File: src/rtl/rr_arbiter_ctrl_if.sv
// ============================================================================
// Module : rr_arbiter_ctrl_if
// Brief  : Request/grant bundle between requesters and the round-robin arbiter.
// Rev    : 1.0  initial release
// ============================================================================
`default_nettype none

interface rr_arbiter_ctrl_if #(
    parameter int N    = 4,
    parameter int ID_W = 2
);
    logic [N-1:0]    req;
    logic [N-1:0]    done;
    logic [N-1:0]    gnt;
    logic            gnt_valid;
    logic [ID_W-1:0] gnt_id;
    logic            timeout;

    // Requester side
    modport master (
        output req,
        output done,
        input  gnt,
        input  gnt_valid,
        input  gnt_id,
        input  timeout
    );

    // Arbiter side
    modport slave (
        input  req,
        input  done,
        output gnt,
        output gnt_valid,
        output gnt_id,
        output timeout
    );
endinterface

`default_nettype wire

File: src/rtl/rr_arbiter_ctrl.sv
// ============================================================================
// Module : rr_arbiter_ctrl
// Brief  : Round-robin arbiter sharing one single-user unit among N requesters.
//          Optional forced release after MAX_HOLD cycles: define ARB_TIMEOUT_EN.
// Rev    : 1.0  initial release
// ============================================================================
`default_nettype none

module rr_arbiter_ctrl #(
    parameter int N        = 4,
    parameter int ID_W     = 2,
    parameter int MAX_HOLD = 8,
    parameter int CNT_W    = 4
) (
    input  wire logic         clk,
    input  wire logic         reset,
    rr_arbiter_ctrl_if.slave  bus
);

    typedef enum logic [0:0] {
        S_IDLE  = 1'b0,
        S_GRANT = 1'b1
    } state_t;

    localparam logic [ID_W-1:0] c_last_id = ID_W'(N - 1);

    state_t          r_state;
    logic [N-1:0]    r_gnt;
    logic [ID_W-1:0] r_gnt_id;
    logic            r_gnt_valid;
    logic            r_timeout;
    logic [ID_W-1:0] r_ptr;

    logic [ID_W-1:0] w_idx;
    logic [ID_W-1:0] w_pick;
    logic            w_any;
    logic            w_release;
    logic            w_force;
    logic [ID_W-1:0] w_ptr_next;

    // First requester at or after the priority pointer, wrapping around.
    always_comb begin
        w_any  = 1'b0;
        w_pick = '0;
        w_idx  = '0;
        for (int k = 0; k < N; k++) begin
            w_idx = ID_W'((int'(r_ptr) + k) % N);
            if (!w_any && bus.req[w_idx]) begin
                w_any  = 1'b1;
                w_pick = w_idx;
            end
        end
    end

    assign w_release  = bus.done[r_gnt_id] | ~bus.req[r_gnt_id];
    assign w_ptr_next = (r_gnt_id == c_last_id) ? '0 : r_gnt_id + ID_W'(1);

`ifdef ARB_TIMEOUT_EN
    localparam logic [CNT_W-1:0] c_hold_last = CNT_W'(MAX_HOLD - 1);
    localparam logic [CNT_W-1:0] c_hold_max  = CNT_W'(MAX_HOLD);

    logic [CNT_W-1:0] r_hold_cnt;

    assign w_force = (r_hold_cnt == c_hold_last);

    always_ff @(posedge clk or negedge reset) begin
        if (!reset) begin
            r_hold_cnt <= '0;
        end else if (r_state == S_IDLE || w_release || w_force) begin
            r_hold_cnt <= '0;
        end else if (r_hold_cnt != c_hold_max) begin
            r_hold_cnt <= r_hold_cnt + CNT_W'(1);
        end
    end
`else
    logic w_unused_cfg;

    assign w_force      = 1'b0;
    assign w_unused_cfg = ^{32'(MAX_HOLD), 32'(CNT_W)};
`endif

    always_ff @(posedge clk or negedge reset) begin
        if (!reset) begin
            r_state     <= S_IDLE;
            r_gnt       <= '0;
            r_gnt_id    <= '0;
            r_gnt_valid <= 1'b0;
            r_timeout   <= 1'b0;
            r_ptr       <= '0;
        end else begin
            r_timeout <= 1'b0;
            case (r_state)
                S_IDLE: begin
                    if (w_any) begin
                        r_state     <= S_GRANT;
                        r_gnt       <= N'(1) << w_pick;
                        r_gnt_id    <= w_pick;
                        r_gnt_valid <= 1'b1;
                    end
                end
                S_GRANT: begin
                    // A normal release wins over a coincident forced one.
                    if (w_release || w_force) begin
                        r_state     <= S_IDLE;
                        r_gnt       <= '0;
                        r_gnt_id    <= '0;
                        r_gnt_valid <= 1'b0;
                        r_ptr       <= w_ptr_next;
                        r_timeout   <= ~w_release;
                    end
                end
                default: begin
                    r_state     <= S_IDLE;
                    r_gnt       <= '0;
                    r_gnt_id    <= '0;
                    r_gnt_valid <= 1'b0;
                end
            endcase
        end
    end

    assign bus.gnt       = r_gnt;
    assign bus.gnt_id    = r_gnt_id;
    assign bus.gnt_valid = r_gnt_valid;
    assign bus.timeout   = r_timeout;

endmodule

`default_nettype wire

File: src/flat_wrapper.sv
// flat-port wrapper written by rule: the top's interface ports become plain ports
module rr_arbiter_ctrl_flat 
#(
    parameter int N        = 4,
    parameter int ID_W     = 2,
    parameter int MAX_HOLD = 8,
    parameter int CNT_W    = 4
)
  (clk, reset, bus_req, bus_done, bus_gnt, bus_gnt_valid, bus_gnt_id, bus_timeout);
  rr_arbiter_ctrl_if #(.N(N), .ID_W(ID_W)) bus_i ();
  input  wire logic clk;
  input  wire logic reset;
  input wire logic [$bits(bus_i.req)-1:0] bus_req;
  input wire logic [$bits(bus_i.done)-1:0] bus_done;
  output wire logic [$bits(bus_i.gnt)-1:0] bus_gnt;
  output wire logic [$bits(bus_i.gnt_valid)-1:0] bus_gnt_valid;
  output wire logic [$bits(bus_i.gnt_id)-1:0] bus_gnt_id;
  output wire logic [$bits(bus_i.timeout)-1:0] bus_timeout;
  assign bus_i.req = bus_req;
  assign bus_i.done = bus_done;
  assign bus_gnt = bus_i.gnt;
  assign bus_gnt_valid = bus_i.gnt_valid;
  assign bus_gnt_id = bus_i.gnt_id;
  assign bus_timeout = bus_i.timeout;
  rr_arbiter_ctrl #(.N(N), .ID_W(ID_W), .MAX_HOLD(MAX_HOLD), .CNT_W(CNT_W)) u_core (.clk(clk), .reset(reset), .bus(bus_i));
endmodule
File: config.mk
export PLATFORM = sky130hd
export DESIGN_NAME = rr_arbiter_ctrl_flat
export DESIGN_NICKNAME = d
export VERILOG_FILES = /design/src/rtl/rr_arbiter_ctrl_if.sv /design/src/rtl/rr_arbiter_ctrl.sv /design/src/flat_wrapper.sv
export SDC_FILE = /design/constraint.sdc
export NUM_CORES = 1
export LEC_CHECK = 0
export BUFFER_PORTS_ARGS = -buffer_cell sky130_fd_sc_hd__buf_2
export CAP_MARGIN = 20
export CORE_UTILIZATION = 30
export DETAILED_ROUTE_END_ITERATION = 10
export MAX_ROUTING_LAYER = met4
export RECOVER_POWER = 50
export SLEW_MARGIN = 0
export SYNTH_ARGS = -nofsm -noshare
export SYNTH_HDL_FRONTEND = slang
export SYNTH_SLANG_ARGS = --single-unit
export TNS_END_PERCENT = 10
File: constraint.sdc
create_clock -name clk -period 1.85 [get_ports clk]
set_clock_uncertainty 0.1 [all_clocks]
set_input_delay 0.2775 -clock clk [delete_from_list [all_inputs] [get_ports clk]]
set_output_delay 0.2775 -clock clk [all_outputs]
set_load 0.01 [all_outputs]
; Word level (Yosys, flattened, before mapping)
; Index checks and enable logic that the tools add are counted.
[op_classes]
add_sub_neg = 4
order_cmp = 5
eq_ne = 3
shifts = 1
muxes = 35
bitwise = 4
n_reduce_logical = 8
[op_table]
columns = operator, n
row1 = $mux W1, 16
row2 = $lt A2 B3 Y1 const B, 5
row3 = $mux W2, 7
row4 = $bmux W1 S2, 6
row5 = $mux W4, 2
row6 = $pmux W4 S2, 1
row7 = $add A2 B1 Y2 const B, 2
row8 = $add A2 B2 Y2 const B, 2
row9 = $pmux W1 S2, 2
row10 = $pmux W2 S2, 1
row11 = $reduce_and A2 Y1, 2
row12 = $shl A1 B2 Y4 const A, 1
row13 = $logic_and A1 B1 Y1, 3
row14 = $logic_not A1 Y1, 3
row15 = $not A1 Y1, 3
row16 = $eq A2 B2 Y1 const B, 1
row17 = $ne A2 B1 Y1 const B, 1
row18 = $ne A2 B2 Y1 const B, 1
row19 = $or A1 B1 Y1, 1
[totals]
register_bits = 11
inputBits = 10
out_inout_bits = 8
elab_cells = 66

; Depth between registers and ports, before layout
[logic_depth]
depth_word = 15
ltp_mapped = 4
ltp_nobuf = 4

; Least setup slack after synthesis
; OpenSTA, ideal clock, no wires.
[synth_path]
path_kind = register to register
start = reg u_core.r_gnt_id[0] (netlist: u_core.bus.gnt_id[0])
end = reg u_core.r_ptr[1]
setup_time_ps = 127
arrival_ps = 1460
required_ps = 1623
setup_slack_ps = 162
path_stages_with_launch = 5
path_buffers = 0
period_less_slack_ps = 1688
cell_sequence = dfrtp_1 and4b_1 nor4_4 nand2_2 mux2_1
[synth_via]
elab_chain_cells = 5
word_cells_on_any_way = 10
classes_between = add/sub (1) / eq/ne (1) / mux (5) / bitwise (2) / reduce/logical (1)
[synth_lines]
columns = item, line_no
row1 = start: declaration, rr_arbiter_ctrl.sv:29  ; logic [ID_W-1:0] r_gnt_id;
row2 = start signal: assignment, rr_arbiter_ctrl.sv:97  ; r_gnt_id <= w_pick;
row3 = $bmux W1 S2, rr_arbiter_ctrl.sv:55  ; assign w_release = bus.done[r_gnt_id] | ~bus.req[r_gnt_id];
row4 = $mux W1 (implied by the code), rr_arbiter_ctrl.sv:55
row5 = $not A1 Y1, rr_arbiter_ctrl.sv:55
row6 = $or A1 B1 Y1, rr_arbiter_ctrl.sv:55
row7 = $reduce_and A2 Y1 (no source line), --
row8 = end signal: assignment, rr_arbiter_ctrl.sv:108  ; r_ptr <= w_ptr_next;
row9 = end: declaration, rr_arbiter_ctrl.sv:32  ; logic [ID_W-1:0] r_ptr;
; Parallel ways exist; a longest one is shown, timed or not. The select of a mux whose other input is x is not followed.
; A chain may end at the register's enable or synchronous reset.

; Worst setup path after layout
[layout_path]
start = reg u_core.r_gnt_id[0] (netlist: u_core.bus.gnt_id[0])
end = reg u_core.r_ptr[0]
; The elaborated chain is that of the path after synthesis.

==> run metrics <==
Placeable Area=between 1500 and 2000 um2; post-DR vias/cell=4.98; Post-DRT Antenna Nets=0; Crit path arrival time=1760 ps; final max-slew violation count=0; CP Launch Type=flop; DIE HEIGHT=45.8 um; IO buf count=16; HP Class=in2reg; PnR worst setup slack=124 ps; # IOs=18; Syn Nets=62; first-pass GRT wire length=~2000 um; Synth Warn #=0; initial core utilization=32.6%; Final Util=41.3%; top-area cell type share of the netlist area=around 44%; post-synth top area cell=dfrtp_1; total gr overflow=0; CTS tree=built; Detailed Route WL=~1200 um; count of hold-fix buffers inserted at cts=1; Seq/Total Area, Yosys=43.6%; diode count=0; Setup TNS=0 ps; vias=488; Skew-Pair Late Insertion Delay=260 ps; fraction of layout cells with a size suffix above 1=between 30% and 40%; Slew HR=64.6%; area added between synthesis and finish=26.8%; Fin. Hold Viols=0; Pwr Total=1.07 mW; CTS H-tree depth=1; PD cells=1470 nW/um2; 1st-iter DRT viols=9; vias in the first global route=430; initial antenna violation count=0; GPL Wtd Cong=0.771; Synth Register Bits=10; count of endpoints failing setup in the final report=0; pre-CTS WS=122 ps; maximum root-to-sink buffer count=2; GRT Total Usage=~14%; TritonCTS buffer count=3; type of element capturing the critical path=flop; crit-path max FO=8; Sinks on Clock Net=10; most common cell in the synthesized netlist=dfrtp_1; setup repair bufs after CTS=0; unrepaired setup endpoints after global routing=false; Synth cell types=31; Pleak=0.354 nW; largest net degree at the start of global routing=11; Post-synth EDFFs=0; FMAX=between 500 and 600 MHz; status=completed; fill count=198; Die Wd=45.8 um; Die ar.=roughly 2100 um2; Post-synth top flop=dfrtp_1; min Tclk post-route=1730 ps; root buf cell=clkbuf_4; Syn Inst Count=51; fin crit share=approximately 93%; Commonest cells post-synth=dfrtp_1 (10), nor2_1 (5); actual slew at the worst max-slew pin=531 ps; HPWL after DPL=953 um; drt wl/cell=12.0 um; 1st-pass router iterations=4; placed standard-cell area=roughly 700 um2; Mean Syn Cell Area=11.3 um2; row cnt=15; CP Data Required Time=1890 ps; Design Area, Final=728 um2; synth top area cells=dfrtp_1 (44%), mux2_1 (3.9%), nor4_4 (3.7%); # resized after CTS=0; Post-Syn Area=574 um2; Clock transition at path regs=60 ps; Synth async-reset ratio=between 90% and 100%; max cap viols=0; fin nets=86; Worst VDD drop=0.000817 V; Crit Path Class=reg2reg; Residual DRC=0
-- routing by layer --
| metal | part of all wire [%] | vias to the layer above | track usage, % | wire [um] |
|---|---|---|---|---|
| li1 | - | 237 | - | - |
| met1 | 44 | 233 | 18.1 | 512 |
| met2 | 50 | 18 | 20.3 | 586 |
| met3 | 6.4 | 0 | 5.95 | 75 |
| met4 | 0 | 0 | 3.53 | 0 |
| met5 | 0 | - | - | 0 |
-- state kept, by name, indices dropped and copies added, names as in the netlist --
name / flops
u_core.r_state: 1
u_core.r_ptr: 2
u_core.bus.gnt_id: 2
u_core.bus.gnt: 4
u_core.bus.gnt_valid: 1
-- layout by cell type, fill, tap and decap left out, types with 2 or more instances in the layout --
| cell type | netlist | routed |
|---|---|---|
| clkbuf_4 | 0 | 3 |
| o2bb2ai_1 | 2 | 2 |
| a22o_1 | 2 | 2 |
| clkbuf_1 | 0 | 4 |
| nor2_1 | 5 | 5 |
| nand2_1 | 2 | 2 |
| buf_4 | 1 | 3 |
| mux2_1 | 2 | 2 |
| buf_2 | 0 | 12 |
| inv_1 | 2 | 2 |
| a21oi_1 | 2 | 2 |
| dfrtp_1 | 10 | 10 |
| a21o_1 | 2 | 2 |
-- cell families (layout without fill, tap and decap cells) --
logic type,Yosys count,after routing,share of synthesized area [%]
AO/OA/AOI/OAI,16,16,22.7
adder cells (fa/ha/maj),1,1,2.18
buffers and inverters,3,25,2.62
flip-flops,10,10,43.6
multiplexers,2,2,3.92
other,1,1,0.653
AND/OR/NAND/NOR,18,18,24.4
-- power by group --
part,internal [mW],switching [mW]
logic,0.259,0.248
clock network,0.0747,0.0655
registers,0.316,0.103
-- final timing paths --
kind                                      startpoint                   end  slack, ps  depth (start not counted)
worst min-delay path                      bus_req[0]     u_core.bus.gnt[2]        320                          3
worst max-delay path            u_core.bus.gnt_id[0]       u_core.r_ptr[0]        120                          4
worst max register to register  u_core.bus.gnt_id[0]       u_core.r_ptr[0]        120                          4
min in group asynchronous                      reset     u_core.bus.gnt[2]        400                          2
worst min register to register     u_core.bus.gnt[2]     u_core.bus.gnt[2]        390                          1
max in group asynchronous                      reset  u_core.bus.gnt_id[0]        890                          2
-- critical path, stage by stage (launching register included) --
cell and delay [ps]:
dfrtp_1 450, and4b_1 260, nor4_4 360, nand2_2 120, mux2_1 310
-- area by class of cell --
type,instances,area [um2],area share [%]
Tap cell,25,31.3,4.30
Sequential cell,10,250,34.4
Inverter,2,7.51,1.03
Clock buffer,3,22.5,3.09
Multi-Input combinational cell,38,309,42.4
Timing Repair Buffer,20,108,14.8
-- per-stage QoR --
step,hold WS (ps),instances
4_1_cts,303,98
3_3_place_gp,48.1,94
6_report,318,98
3_5_place_dp,51.5,94
5_1_grt,310,98
2_1_floorplan,-118,51
No activity file was read; power rests on OpenSTA's default activity.
